`config.mk`:
```
export PLATFORM = sky130hd
export DESIGN_NAME = text_line_renderer
export DESIGN_NICKNAME = d
export VERILOG_FILES = /design/src/rtl/text_pkg.sv /design/src/rtl/text_line_renderer.sv
export SDC_FILE = /design/constraint.sdc
export NUM_CORES = 1
export LEC_CHECK = 0
export CAP_MARGIN = 30
export CELL_PAD_IN_SITES_DETAIL_PLACEMENT = 0
export CELL_PAD_IN_SITES_GLOBAL_PLACEMENT = 1
export CORE_MARGIN = 2
export CORE_UTILIZATION = 35
export DETAILED_ROUTE_END_ITERATION = 10
export GPL_TIMING_DRIVEN = 0
export PLACE_DENSITY = 0.84
export SETUP_SLACK_MARGIN = 0.02
export SYNTH_ARGS = -nofsm -noshare
export SYNTH_HDL_FRONTEND = slang
export SYNTH_SLANG_ARGS = --single-unit
```
`constraint.sdc`:
```
create_clock -name Clk -period 7.73 [get_ports Clk]
set_input_delay 2.319 -clock Clk [delete_from_list [all_inputs] [get_ports Clk]]
set_output_delay 2.319 -clock Clk [all_outputs]
set_load 0.1 [all_outputs]
```
`src/rtl/text_pkg.sv`:
```
// Shared constants for the 12x12 glyph text path: glyph geometry, font keys, and FSM states.
package text_pkg;

  localparam int unsigned GLYPH_W    = 12;
  localparam int unsigned GLYPH_H    = 12;
  localparam int unsigned GLYPH_BITS = 144;
  localparam int unsigned KEY_W      = 5;

  // Any key outside 0x00-0x0C makes the font ROM output all zeros.
  localparam logic [KEY_W-1:0] KEY_BLANK = 5'b11111;

  localparam logic [KEY_W-1:0] KEY_O    = 5'd0;
  localparam logic [KEY_W-1:0] KEY_H    = 5'd1;
  localparam logic [KEY_W-1:0] KEY_I    = 5'd2;
  localparam logic [KEY_W-1:0] KEY_G    = 5'd3;
  localparam logic [KEY_W-1:0] KEY_L    = 5'd4;
  localparam logic [KEY_W-1:0] KEY_E    = 5'd5;
  localparam logic [KEY_W-1:0] KEY_D    = 5'd6;
  localparam logic [KEY_W-1:0] KEY_N    = 5'd7;
  localparam logic [KEY_W-1:0] KEY_A    = 5'd8;
  localparam logic [KEY_W-1:0] KEY_R    = 5'd9;
  localparam logic [KEY_W-1:0] KEY_T    = 5'd10;
  localparam logic [KEY_W-1:0] KEY_UP   = 5'd11;
  localparam logic [KEY_W-1:0] KEY_DOWN = 5'd12;

  typedef enum logic {
    StIdle,
    StClear
  } state_e;

endpackage

```
`src/rtl/text_line_renderer.sv`:
```
// Writable line of font keys rendered into a fixed screen box; two-stage pixel pipeline
// with the font ROM sitting between the wordkey and glyph ports.
module text_line_renderer
  import text_pkg::*;
#(
  parameter logic [9:0]  ORIGIN_X  = 10'd100,
  parameter logic [9:0]  ORIGIN_Y  = 10'd50,
  parameter int unsigned NUM_CHARS = 16
) (
  input  logic                         Clk,
  input  logic                         Reset,
  input  logic [9:0]                   DrawX,
  input  logic [9:0]                   DrawY,
  input  logic                         pix_valid_in,
  input  logic                         wr_en,
  input  logic [$clog2(NUM_CHARS)-1:0] wr_addr,
  input  logic [KEY_W-1:0]             wr_key,
  input  logic                         clear,
  output logic                         busy,
  output logic [KEY_W-1:0]             wordkey,
  input  logic [GLYPH_BITS-1:0]        glyph,
  output logic                         pixel_on,
  output logic                         pix_valid_out
);

  localparam int unsigned SW = $clog2(NUM_CHARS);
  localparam logic [SW-1:0] LastIdx = SW'(NUM_CHARS - 1);
  localparam logic [10:0] XEnd = 11'(ORIGIN_X) + 11'(GLYPH_W * NUM_CHARS);
  localparam logic [10:0] YEnd = 11'(ORIGIN_Y) + 11'(GLYPH_H);

  state_e          state_q, state_d;
  logic [SW-1:0]   idx_q, idx_d;
  logic [KEY_W-1:0] buf_q [NUM_CHARS];
  logic            clr_we, user_we;

  // FSM state register
  always_ff @(posedge Clk) begin
    if (Reset) begin
      state_q <= StIdle;
      idx_q   <= '0;
    end else begin
      state_q <= state_d;
      idx_q   <= idx_d;
    end
  end

  // FSM next state; a clear strobe while already clearing does not restart
  always_comb begin
    state_d = state_q;
    idx_d   = idx_q;
    unique case (state_q)
      StIdle: begin
        if (clear) begin
          state_d = StClear;
          idx_d   = '0;
        end
      end
      StClear: begin
        idx_d = idx_q + 1'b1;
        if (idx_q == LastIdx) state_d = StIdle;
      end
      default: state_d = StIdle;
    endcase
  end

  // FSM outputs; clear wins over a write in the same cycle
  always_comb begin
    busy    = 1'b0;
    clr_we  = 1'b0;
    user_we = 1'b0;
    unique case (state_q)
      StIdle:  user_we = wr_en & ~clear;
      StClear: begin
        busy   = 1'b1;
        clr_we = 1'b1;
      end
      default: ;
    endcase
  end

  always_ff @(posedge Clk) begin
    if (Reset) begin
      for (int i = 0; i < int'(NUM_CHARS); i++) buf_q[i] <= KEY_BLANK;
    end else if (clr_we) begin
      buf_q[idx_q] <= KEY_BLANK;
    end else if (user_we) begin
      buf_q[wr_addr] <= wr_key;
    end
  end

  // Stage 1: box test happens on raw coordinates so the subtraction never wraps into the box
  logic       in_box;
  logic [9:0] dx, dy, slot_full, col_full;
  logic [SW-1:0] slot;
  logic [3:0] col, row;

  always_comb begin
    in_box = (DrawX >= ORIGIN_X) && ({1'b0, DrawX} < XEnd) &&
             (DrawY >= ORIGIN_Y) && ({1'b0, DrawY} < YEnd);
    dx        = DrawX - ORIGIN_X;
    dy        = DrawY - ORIGIN_Y;
    slot_full = dx / 10'd12;
    col_full  = dx % 10'd12;
    slot      = slot_full[SW-1:0];
    col       = col_full[3:0];
    row       = dy[3:0];
  end

  logic unused_bits;
  assign unused_bits = ^{slot_full[9:SW], col_full[9:4], dy[9:4]};

  logic [3:0] row_q, col_q;
  logic       in_box_q, valid_q;

  always_ff @(posedge Clk) begin
    if (Reset) begin
      wordkey  <= KEY_BLANK;
      row_q    <= '0;
      col_q    <= '0;
      in_box_q <= 1'b0;
      valid_q  <= 1'b0;
    end else begin
      wordkey  <= in_box ? buf_q[slot] : KEY_BLANK;
      row_q    <= in_box ? row : 4'd0;
      col_q    <= in_box ? col : 4'd0;
      in_box_q <= in_box;
      valid_q  <= pix_valid_in;
    end
  end

  // Stage 2: glyph MSB is the top-left pixel
  logic [7:0] bit_idx;
  always_comb begin
    bit_idx = 8'(GLYPH_BITS - 1) - (8'(row_q) * 8'(GLYPH_W) + 8'(col_q));
  end

  always_ff @(posedge Clk) begin
    if (Reset) begin
      pixel_on      <= 1'b0;
      pix_valid_out <= 1'b0;
    end else begin
      pixel_on      <= in_box_q & valid_q & glyph[bit_idx];
      pix_valid_out <= valid_q;
    end
  end

endmodule

```
==> results.ini, run 1 <==
[yosys]
synthTopCellsByArea = edfxtp_1, mux2i_1, dfxtp_1, nand2_1, mux4_2
synth_enable_flop_cells = 80
ys_types = 69
yosysMostFrequentCell = nand2_1
synthTopCellsByCount = nand2_1, edfxtp_1, mux2i_1
syn-instance-count = 733
synth_top_flop_cell = edfxtp_1
syn_area_um2 = 7090
syn_nets = 930
yosysSeqAreaShare_pct = 40.1
avgSynthCellArea_um2 = 9.68
yosysTopAreaCellShare_pct = 33.9
yosysWarnings = 0
async_reset_ff_share_pct = 0
yosysTopAreaCell = edfxtp_1
synth-seq-cells = 102

[route]
drc_errors = 0
drt-total-wl_um = 22400
vias = 6490
drtAntennaViolNets = 0
avgViaCountPerCell = 5.41
dr.pass1.iters = 5
detail_route.iter0.violations = 430
detail_route.wl_per_cell_um = 18.7

[pwr]
power.total_mw = 1.46
pwr-share-comb_pct = 30.5
p_leak_nw = 2.98
power_density_nw_per_um2 = 154
power.share.switching_pct = 29.3
switchingPower_uw = 428
ir_drop_uv = 108
internal_power_mw = 1.03
power_frac_seq_pct = 40.5
clkPwrFrac_pct = 28.9

[worst_setup_path]
worst-setup-path-type = input pin to flip-flop
required_ns = 7.95
reg2regPathDepth = 14
startpoint_type = input pin
critPathMaxFanout = 10
cp.arrival_ns = 7.42
crit_path_end_kind = flip-flop
r2r_slack_ns = 3.78

[finish]
fin_util_pct = 47.5
layout-drive-gt1-share_pct = 5.48
final-instance-count-excl-fill = 1200
fillers = 1938
diodes = 0
areaGrowthSynthToFinish_pct = 34.3
fin_nets = 1122
design_area_um2 = 9530

[sta]
fin_crit_ns = 7.20
timing.final.crit_share_pct = 93.2
setup_tns_ns = 0
slew_headroom_pct = 34.7
tightest_slew_ns = 0.977
setup_viol = 0
rsz0062_at_grt = false
drv_slew = 0
fin_skew_ns = 0.00609
final-hold-violation-count = 0
timing.fmax_mhz = 139

[place]
port_buffers = 180
routabilityCongestion = 0.858
placed_cell_area_um2 = 9230
place_inst = 1183
dpl.hpwl_um = 17900

[clock_network]
cts_max_level = 3
cts_tree = done
clkSlewWorstSetupHoldPaths_ns = 0.06
cts.sinks = 102
ctsHoldBuffers = 0
clock_latency_ns = 0.34
clockRootBuffer = clkbuf_16
post-cts-setup-buffers = 0
numCtsBuffers = 9
cts_resized = 0
cts_buffer_depth = 2

[worst_hold_path]
hp-class = flip-flop to flip-flop
hold_depth = 1

[global_route]
grt_overflow = 0
grtUsageTotal_pct = 20.7
antenna_found_initial = 0
grt_pass1_wl_um = 35400
grt_max_degree = 17
grt_pass1_vias = 6450

[floorplanning]
design.core.area_um2 = 20000
initial_core_util_pct = 35.4
die-height_um = 146
die-area_um2 = 21400
num_rows = 52
io_pins = 186
die_w_um = 146

[run_status]
outcome = finished, final reports clean

[flow_run]
drv_cap = 0

==> state kept, by name, indices dropped and copies added (netlist names), 4 cells and up <==
name and flops:
buf_q 80, wordkey 5, col_q 4, idx_q 4, row_q 4
==> power by group through the flow <==
stage	logic [mW]	clock network, mW	registers [mW]
2_1_floorplan	0.269	0	0.609
3_3_place_gp	0.438	0	0.605
3_5_place_dp	0.441	0	0.605
4_1_cts	0.442	0.431	0.593
5_1_grt	0.485	0.450	0.593
6_report	0.447	0.423	0.593
==> through the flow <==
step / hold WS [ns] / setup WS, ns
finish: 0.465 / 0.526
floorplan: 0.429 / 1.56
global placement: 0.443 / 0.161
global route: 0.478 / 0.171
detailed placement: 0.454 / 0.154
CTS: 0.463 / 0.534
==> area by class of cell <==
class | count | area [um2] | share of cell area, %
multi-input combinational | 562 | 3960 | 41.5
inverter | 24 | 90.1 | 0.946
buffer | 45 | 204 | 2.14
tap | 270 | 338 | 3.55
timing repair buffer | 181 | 1810 | 19.0
sequential | 102 | 2840 | 29.8
clock buffer | 13 | 262 | 2.75
clock inverter | 3 | 20.0 | 0.210
==> cell families (layout without fill, tap and decap cells) <==
| kind of cell | after synthesis | count (layout) | share of synthesized area, % |
|---|---|---|---|
| AO/OA/AOI/OAI | 193 | 193 | 19.6 |
| XOR/XNOR | 16 | 16 | 1.98 |
| adder cells (fa/ha/maj) | 19 | 19 | 3.46 |
| buffers and inverters | 69 | 266 | 4.15 |
| flip-flops | 102 | 102 | 40.1 |
| multiplexers | 95 | 95 | 15.6 |
| AND/OR/NAND/NOR | 239 | 239 | 15.1 |
==> metal layers <==
metal	part of all wire, %	vias to the layer above	global-route usage, %	routed length, um
li1	-	3139	-	-
met1	41	3086	25.4	9120
met2	51	236	37.2	11400
met3	6.7	29	4.19	1500
met4	1.9	0	5.34	435
met5	0	-	0	0
==> path summary, 6_finish.rpt <==
check	from	end
min	in_box_q	pixel_on
min reg2reg	in_box_q	pixel_on
max reg2reg	col_q[1]	pixel_on
max	DrawX[2]	wordkey[1]
==> worst max-delay path: stages <==
cell and delay (ns):
clkdlybuf4s50_1 0.44, buf_2 0.22, inv_1 0.10, ha_1 0.27, nand2b_1 0.17, a211oi_2 0.38
a22oi_4 0.15, or3_1 0.45, o21ai_1 0.26, mux2i_1 0.16, mux2i_1 0.63, nor2_1 0.12
a221oi_2 0.29, and2_1 0.18, buf_6 0.16, buf_2 0.31, mux2i_1 0.33, o22ai_1 0.12
o31a_1 0.34
==> cells in the final DEF (no fill, tap or decap), types with 6 or more instances in the layout <==
master / n
clkbuf_16: 10
and2_1: 7
ha_1: 18
edfxtp_1: 80
xnor2_1: 14
mux4_2: 12
a21oi_1: 25
nor3_1: 10
buf_2: 7
nand3_1: 9
a221oi_1: 6
mux2i_1: 78
dfxtp_1: 22
inv_1: 24
nor2b_1: 7
a31oi_1: 15
a22oi_1: 17
clkdlybuf4s50_1: 180
clkbuf_1: 34
nor2_1: 59
o21a_1: 8
o21ai_0: 43
o211ai_1: 12
nand2_1: 110
nand2b_1: 7
a211oi_1: 8
nand4_1: 6
Power figures use the tool's default switching activity.
==> run 2, diff against run 1 <==
Settings changed: CAP_MARGIN 30 to not set.
==> run 2 against run 1 <==
  * Power barely moved
  * Combinational power barely moved
  * Largest cell class unchanged
  * Fmax barely moved
  * Critical path type unchanged
  * Non-clock buffer count fell by 1
  * Critical path depth did not move
==> results.ini, run 2 (synthesis gave the netlist of run 1 again) <==
[run_status]
outcome = finished, final reports clean

[global_route]
grt_pass1_vias = 6450  ; unchanged
grt_overflow = 0  ; unchanged
grt_pass1_wl_um = 35400  ; unchanged
grtUsageTotal_pct = 20.7  ; unchanged
antenna_found_initial = 0  ; unchanged
grt_max_degree = 17  ; unchanged

[worst_setup_path]
cp.arrival_ns = 7.42  ; about the same
max_stage_delay_ns = 0.63  ; about the same
startpoint_type = input pin
crit_path_end_kind = flip-flop
reg2regPathDepth = 14  ; unchanged
crit_family = compound AO/OA/AOI/OAI gates
cp_num_cells = 19  ; unchanged
crit_path_frequent_cell = mux2i_1
critPathMaxFanout = 10  ; unchanged
slowest_stage = mux2i_1
worst-setup-path-type = input pin to flip-flop
r2r_slack_ns = 3.75  ; -0.03 ns
r2r-end = pixel_on
required_ns = 7.95  ; about the same
cp_cell_sequence = clkdlybuf4s50_1 > buf_2 > inv_1 > ha_1 > nand2b_1 > a211oi_2 > a22oi_4 > or3_1 > o21ai_1 > mux2i_1 > mux2i_1 > nor2_1 > a221oi_2 > and2_1 > buf_6 > buf_2 > mux2i_1 > o22ai_1 > o31a_1
reg2reg_from = col_q[1]
path_buf_inv = 5  ; unchanged

[place]
dpl.hpwl_um = 17900  ; unchanged
port_buffers = 180  ; unchanged
routabilityCongestion = 0.858  ; unchanged

[finish]
most-common-layout-cells = clkdlybuf4s50_1, nand2_1, edfxtp_1
diodes = 0  ; unchanged
final_common_cell = clkdlybuf4s50_1
layout-drive-gt1-share_pct = 5.38  ; -0.10 points
fin_nets = 1121  ; -0.089%
fillers = 1939  ; +0.052%
max_flop_register = buf_q
areaGrowthSynthToFinish_pct = 34.1
top_regs = buf_q: 80 flops, wordkey: 5 flops
largest_reg_flops = 80  ; unchanged

[floorplanning]
initial_core_util_pct = 35.4  ; unchanged
num_rows = 52  ; unchanged
die-height_um = 146  ; unchanged
io_pins = 186  ; unchanged
design.core.area_um2 = 20000  ; unchanged
die-area_um2 = 21400  ; unchanged
die_w_um = 146  ; unchanged

[route]
avgViaCountPerCell = 5.39  ; -0.26%
detail_route.iter0.violations = 416  ; -3.3%
vias = 6468  ; -0.34%
drc_errors = 0  ; unchanged
drt-total-wl_um = 22400  ; about the same
drtAntennaViolNets = 0  ; unchanged
detail_route.wl_per_cell_um = 18.7  ; about the same
dr.pass1.iters = 5  ; unchanged

[clock_network]
numCtsBuffers = 9  ; unchanged
cts_resized = 0  ; unchanged
cts_buffer_depth = 2  ; unchanged
clockRootBuffer = clkbuf_16
cts.sinks = 102  ; unchanged
post-cts-setup-buffers = 0  ; unchanged
cts_max_level = 3  ; unchanged
clkSlewWorstSetupHoldPaths_ns = 0.07  ; about the same
ctsHoldBuffers = 0  ; unchanged
clock_latency_ns = 0.34  ; about the same
cts_tree = done

[worst_hold_path]
min_to = pixel_on
hp-class = flip-flop to flip-flop
hp-start = in_box_q
hold_depth = 1  ; unchanged

[pwr]
power.total_mw = 1.46  ; about the same
power_density_nw_per_um2 = 154  ; about the same
p_leak_nw = 2.97  ; -0.21%
ir_drop_uv = 108  ; -0.38%

[sta]
setup_tns_ns = 0  ; unchanged
tightest_slew_ns = 0.977  ; +0.0000384 ns
fin_skew_ns = 0.00507  ; -0.00102 ns
setup_viol = 0  ; unchanged
drv_slew = 0  ; unchanged
slew_headroom_pct = 34.7  ; about the same
timing.final.crit_share_pct = 93.2  ; about the same
rsz0062_at_grt = false
fin_crit_ns = 7.21  ; +0.00322 ns
final-hold-violation-count = 0  ; unchanged
timing.fmax_mhz = 139  ; about the same

[flow_run]
drv_cap = 0  ; unchanged

## run 2: cell count changes in the layout (fill, tap and decap cells not counted), sizes merged
cell  change
buf       -1
## run 2: worst max-delay path by stage
stage / startpoint / to / slack [ns]
after floorplan: DrawX[2] / wordkey[0] / 1.56
after global placement: DrawX[2] / wordkey[1] / 0.16
after detailed placement: DrawX[2] / wordkey[1] / 0.15
after CTS: DrawX[2] / wordkey[1] / 0.53
after global routing: DrawX[2] / wordkey[1] / 0.17
final: DrawX[2] / wordkey[1] / 0.52
## run 2: where the power goes
group | leakage, nW | switching [mW] | internal [mW] | total (mW)
clock | 0.133 | 0.186 | 0.238 | 0.424
sequential | 0.725 | 0.00131 | 0.591 | 0.593
combinational | 2.12 | 0.240 | 0.205 | 0.446
## run 2: through the flow
stage | cells | setup slack, ns | hold slack [ns] | instance area, um2 | util (%)
3_3_place_gp | 1183 | 0.161 | 0.443 | 9230 | 46.1
3_5_place_dp | 1183 | 0.154 | 0.454 | 9230 | 46.1
5_1_grt | 1199 | 0.171 | 0.478 | 9510 | 47.5
2_1_floorplan | 733 | 1.56 | 0.429 | 7090 | -
4_1_cts | 1199 | 0.534 | 0.463 | 9510 | 47.5
6_report | 1199 | 0.523 | 0.465 | 9510 | 47.5
## run 2: area by class of cell
| class | instances | area, um2 | share of cell area [%] |
|---|---|---|---|
| plain buffers | 45 | 204 | 2.14 |
| clock buffers | 13 | 262 | 2.75 |
| clock inverters | 3 | 20.0 | 0.210 |
| inverters | 24 | 90.1 | 0.947 |
| multi-input cells | 562 | 3960 | 41.6 |
| flip-flops and latches | 102 | 2840 | 29.9 |
| well taps | 270 | 338 | 3.55 |
| repair buffers | 180 | 1800 | 18.9 |
## run 2: layer usage
| metal | vias to the layer above | wire, um | GRT usage, % |
|---|---|---|---|
| met3 | 26 | 1410 | 4.19 |
| met4 | 0 | 390 | 5.34 |
| met2 | 233 | 11500 | 37.2 |
| met1 | 3069 | 9170 | 25.4 |
| li1 | 3140 | - | - |
| met5 | - | 0 | 0 |
==> run 3, diff against run 2 <==
Settings changed: ABC_AREA set to 0, CAP_MARGIN set to 20.
==> results of run 3 <==
Final layout, timing and power as in run 2 (identical DEF).
==> variant 1: new RTL, config.mk and constraints of run 3 <==
Change the parameter `NUM_CHARS` from 16 to 32.
--- a/src/rtl/text_line_renderer.sv
+++ b/src/rtl/text_line_renderer.sv
@@ -6,5 +6,5 @@
   parameter logic [9:0]  ORIGIN_X  = 10'd100,
   parameter logic [9:0]  ORIGIN_Y  = 10'd50,
-  parameter int unsigned NUM_CHARS = 16
+  parameter int unsigned NUM_CHARS = 32
 ) (
   input  logic                         Clk,
Ports: changed (resized wr_addr); port bits go from 186 to 187. No check against the original RTL was run, so the function may have changed too.
==> variant 1 against run 3 <==
- critical path depth is the same
- clock skew grew 0.0089 ns
- design area grew 45%
- synthesized cell count grew 39%
- die area grew 51%
- largest power group unchanged
- routed wire length grew 46%
- setup slack lost 0.016 ns
- synthesized area grew 53%
- combinational power grew 34%
- sequential cell count grew 81
- cell count grew 36%
- sequential share of layout area grew 8.3 points
- power grew 74%
==> variant 1: results (changes against run 3) <==
Critical path
  – Worst Path Arrival: 7.51 ns (+0.09 ns)
  – Largest incremental delay on the critical path: 0.65 ns (+0.02 ns)
  – Cell with the largest stage delay on the worst path: sky130_fd_sc_hd__clkdlybuf4s50_1

Outcome
  – Result of the run: completed

Power and ir drop
  – Total power per unit cell area: 185 nW/um^2 (+20%)
  – Leakage power summed over all cells: 4.12 nW (+39%)

CTS
  – H-tree depth reported by CTS: 4 (+1)
  – Clk Latency, worst-skew pair: 0.44 ns (+0.10 ns)
  – Number of clock buffers inserted by TritonCTS: 17 (+8)

Timing
  – Slew at the pin with the worst max-slew slack: 1.36 ns (+0.382 ns)
  – Final clock skew: 0.0140 ns (+0.00889 ns)

Global route
  – First-pass GRT wire length: 49700 um (+40%)
  – Number of antenna violations at the first check in global routing: 1 (+1)
  – Number of global-route vias before repair: 8675 (+34%)

Placed design
  – Routability-driven placement congestion ratio: 0.882 (+2.8%)
  – Placed instance area: 13200 um^2 (+43%)
  – Count of buffers from port buffering: 184 (+2.2%)
  – Final HPWL from detailed placement: 25400 um (+42%)

Layout
  – Largest registers: buf_q: 160 flops, idx_q: 5 flops, wordkey: 5 flops
  – Count of filler cells inserted in the layout: 2885 (+49%)
  – Share of post-route cells with drive strength above 1: 0.102 (+0.0480)

Synth
  – Net Count, Synth: 1219 (+31%)
  – Leading cell types by count after synthesis: sky130_fd_sc_hd__nand2_1, sky130_fd_sc_hd__edfxtp_1, sky130_fd_sc_hd__mux2i_1, sky130_fd_sc_hd__nor2_1, sky130_fd_sc_hd__clkbuf_1
  – Synth top area cells: sky130_fd_sc_hd__edfxtp_1, sky130_fd_sc_hd__mux2i_1, sky130_fd_sc_hd__nand2_1, sky130_fd_sc_hd__dfxtp_1, sky130_fd_sc_hd__mux4_2

Routing
  – Violation count after the first detailed-route iteration: 637 (+53%)
  – Total via count after detailed routing: 8782 (+36%)
-- variant 1: cell count changes after synthesis, moves of 7 or more --
cell | run 3 | this run
sky130_fd_sc_hd__a211oi_1 | 8 | 26
sky130_fd_sc_hd__a21oi_1 | 25 | 35
sky130_fd_sc_hd__a31oi_1 | 15 | 3
sky130_fd_sc_hd__edfxtp_1 | 80 | 160
sky130_fd_sc_hd__mux2i_1 | 78 | 116
sky130_fd_sc_hd__nand2_1 | 110 | 189
sky130_fd_sc_hd__nor2_1 | 59 | 74
sky130_fd_sc_hd__nor2b_1 | 7 | 28
sky130_fd_sc_hd__nor3_1 | 10 | 17
sky130_fd_sc_hd__o21ai_0 | 43 | 23
sky130_fd_sc_hd__o22ai_1 | 4 | 20
sky130_fd_sc_hd__or2_2 | 2 | 32
-- variant 1: metrics by stage --
step	utilization	cells	hold WS (ns)	setup WS (ns)
finish	0.451	1635	0.450	0.507
CTS	0.451	1634	0.454	0.509
global placement	0.431	1600	0.444	0.128
floorplan	-	1020	0.429	1.78
global route	0.451	1635	0.483	0.291
detailed placement	0.432	1602	0.437	0.0816
-- variant 1: path summary, 6_finish.rpt --
kind / start / to / slack, ns
max: DrawX[2] / wordkey[2] / 0.51
min: in_box_q / pixel_on / 0.45
max reg2reg: col_q[1] / pixel_on / 3.40
min reg2reg: in_box_q / pixel_on / 0.45
-- variant 1: cell families after synthesis --
| kind of cell | synth area share |
|---|---|
| simple gates | 0.169 |
| flops | 0.485 |
| compound gates | 0.114 |
| mux | 0.154 |
| buf+inv | 0.0349 |
| xor+xnor | 0.0196 |
| fa+ha+maj | 0.0238 |
-- variant 1: cell type report --
cell class / instances / share of cell area
multi-input cells: 755 / 0.377
clock buffers: 18 / 0.0318
well taps: 396 / 0.0359
diodes: 1 / 0.000181
clock inverters: 14 / 0.0116
repair buffers: 186 / 0.135
inverters: 19 / 0.00517
plain buffers: 63 / 0.0223
flip-flops and latches: 183 / 0.381
-- variant 1: report_power, final --
group / switching [mW] / internal [mW] / total (mW)
Sequential: 0.00138 / 1.07 / 1.07
Clock: 0.413 / 0.467 / 0.880
Combinational: 0.335 / 0.260 / 0.596
Total: 0.750 / 1.80 / 2.55
-- variant 1: per-layer routing --
metal | track usage | part of all wire
met3 | 0.0364 | 0.072
met5 | 0 | 0
met4 | 0.0758 | 0.033
met1 | 0.239 | 0.40
met2 | 0.357 | 0.50
==> variant 2: new RTL, settings of run 3 <==
Without the edit above. Put one more register stage on the output `wordkey`, with the module's reset. The value now appears one clock later. The other outputs are not delayed to match.
--- a/src/rtl/text_line_renderer.sv
+++ b/src/rtl/text_line_renderer.sv
@@ -28,4 +28,6 @@
   localparam logic [10:0] XEnd = 11'(ORIGIN_X) + 11'(GLYPH_W * NUM_CHARS);
   localparam logic [10:0] YEnd = 11'(ORIGIN_Y) + 11'(GLYPH_H);
+
+  logic [KEY_W-1:0] wordkey_s0;
 
   state_e          state_q, state_d;
@@ -115,5 +117,5 @@
   always_ff @(posedge Clk) begin
     if (Reset) begin
-      wordkey  <= KEY_BLANK;
+      wordkey_s0 <= KEY_BLANK;
       row_q    <= '0;
       col_q    <= '0;
@@ -121,5 +123,5 @@
       valid_q  <= 1'b0;
     end else begin
-      wordkey  <= in_box ? buf_q[slot] : KEY_BLANK;
+      wordkey_s0 <= in_box ? buf_q[slot] : KEY_BLANK;
       row_q    <= in_box ? row : 4'd0;
       col_q    <= in_box ? col : 4'd0;
@@ -145,4 +147,12 @@
   end
 
+  always_ff @(posedge Clk) begin
+    if (Reset) begin
+      wordkey <= '0;
+    end else begin
+      wordkey <= wordkey_s0;
+    end
+  end
+
 endmodule
 
Check against the original RTL: not equivalent (a bounded check fails within 4 cycles, from zero or initial values and one cycle with Reset high).
==> variant 2 against run 3 <==
- routed wire length down 0.20%
- first-iteration DRC count increased by 11%
- synthesized cell count down 2.2%
- critical path depth decreased by 1
- setup slack gained 0.067 ns
- clock skew is 0.00061 ns higher
- die area rose by 2.0%
- design area rose by 2.0%
- synthesized area up 2.1%
- global-route usage decreased by 0.38 points
- sequential cell count rose by 5
- hold slack got worse by 0.020 ns
- power is 1.4% higher
==> variant 2: results (changes against run 3) <==
Global route
  – First-pass GRT wire length: 34300 um (-2.9%)
  – Number of global-route vias before repair: 6341 (-1.7%)
  – Global-route total usage across every layer: 0.203 (-0.00377)

Synth
  – Synth top area cells: sky130_fd_sc_hd__edfxtp_1, sky130_fd_sc_hd__mux2i_1, sky130_fd_sc_hd__dfxtp_1, sky130_fd_sc_hd__mux4_2, sky130_fd_sc_hd__nand2_1
  – Count of state elements after synthesis: 107 (+4.9%)
  – Adder-cell area share of the yosys netlist: 0.0339 (-0.000711)
  – Leading cell types by count after synthesis: sky130_fd_sc_hd__nand2_1, sky130_fd_sc_hd__edfxtp_1, sky130_fd_sc_hd__mux2i_1, sky130_fd_sc_hd__nor2_1, sky130_fd_sc_hd__o21ai_0
  – Number of library cell types mapped by synthesis: 70 (+1.4%)
  – Fraction of synthesized cell area in xor and xnor cells: 0.0181 (-0.00162)
  – Net Count, Synth: 914 (-1.7%)

Critical path
  – Worst reg2reg path depth: 12 (-2)
  – Largest incremental delay on the critical path: 0.55 ns (-0.08 ns)
  – Register-to-Register Setup Slack: 3.47 ns (-0.28 ns)

Layout
  – ClkCell Share: 0.0321 (+0.00252)
  – Area of combinational cells with multiple inputs: 3960 um^2 (about the same)
  – Non-Clock Buffer Area Fraction: 0.213 (+0.00183)
  – Largest registers: buf_q: 80 flops, wordkey: 5 flops, wordkey_s0: 5 flops
  – Multi-input comb cells: 540 (-3.9%)
  – Register Area: 2940 um^2 (+3.5%)
  – Share of post-route cells with drive strength above 1: 0.0744 (+0.0206)
  – Utilization after layout: 0.478 (+0.00322)
  – Count of filler cells inserted in the layout: 1944 (+0.26%)
  – Count of clock buffers in the final design: 9 (-4)

Power and ir drop
  – Worst IR Drop VDD: 184 uV (+71%)
  – Leakage power summed over all cells: 2.93 nW (-1.5%)

Timing
  – Period Utilization, post-route: 0.924 (-0.00865)
  – Relative max-transition margin: 0.333 (-0.0143)

Routing
  – Total wire length: 22400 um (-0.20%)

Placed design
  – Routability-driven placement congestion ratio: 0.891 (+3.8%)
  – Placed instance area: 9390 um^2 (+1.7%)
  – Count of buffers from port buffering: 181 (+0.56%)
  – Inst Count DP: 1168 (-1.3%)
  – Worst setup timing slack at the placement stage: 0.257 ns (+0.102 ns)

Outcome
  – Result of the run: completed

Die
  – Horizontal die dimension: 148 um (+1.0%)
[variant 2: worst min-delay path by stage]
stage,start,end,slack (ns),depth (start not counted)
detailed placement,wordkey_s0[0],wordkey[0],0.43,1
global route,wordkey_s0[0],wordkey[0],0.46,1
floorplan,wordkey_s0[0],wordkey[0],0.41,1
finish,wordkey_s0[0],wordkey[0],0.44,1
CTS,wordkey_s0[0],wordkey[0],0.45,1
global placement,wordkey_s0[0],wordkey[0],0.43,1
[variant 2: per-layer routing]
metal / share of wire / vias up / global-route usage
met5: 0 / - / 0
met4: 0.025 / 0 / 0.0605
met3: 0.076 / 32 / 0.0494
met2: 0.51 / 240 / 0.379
met1: 0.38 / 3009 / 0.229
li1: - / 3074 / -
[variant 2: power breakdown]
part	internal [mW]	switching, mW	leakage (nW)
logic	0.188	0.197	2.02
clock network	0.257	0.221	0.148
registers	0.618	0.00150	0.765
total	1.06	0.420	2.93
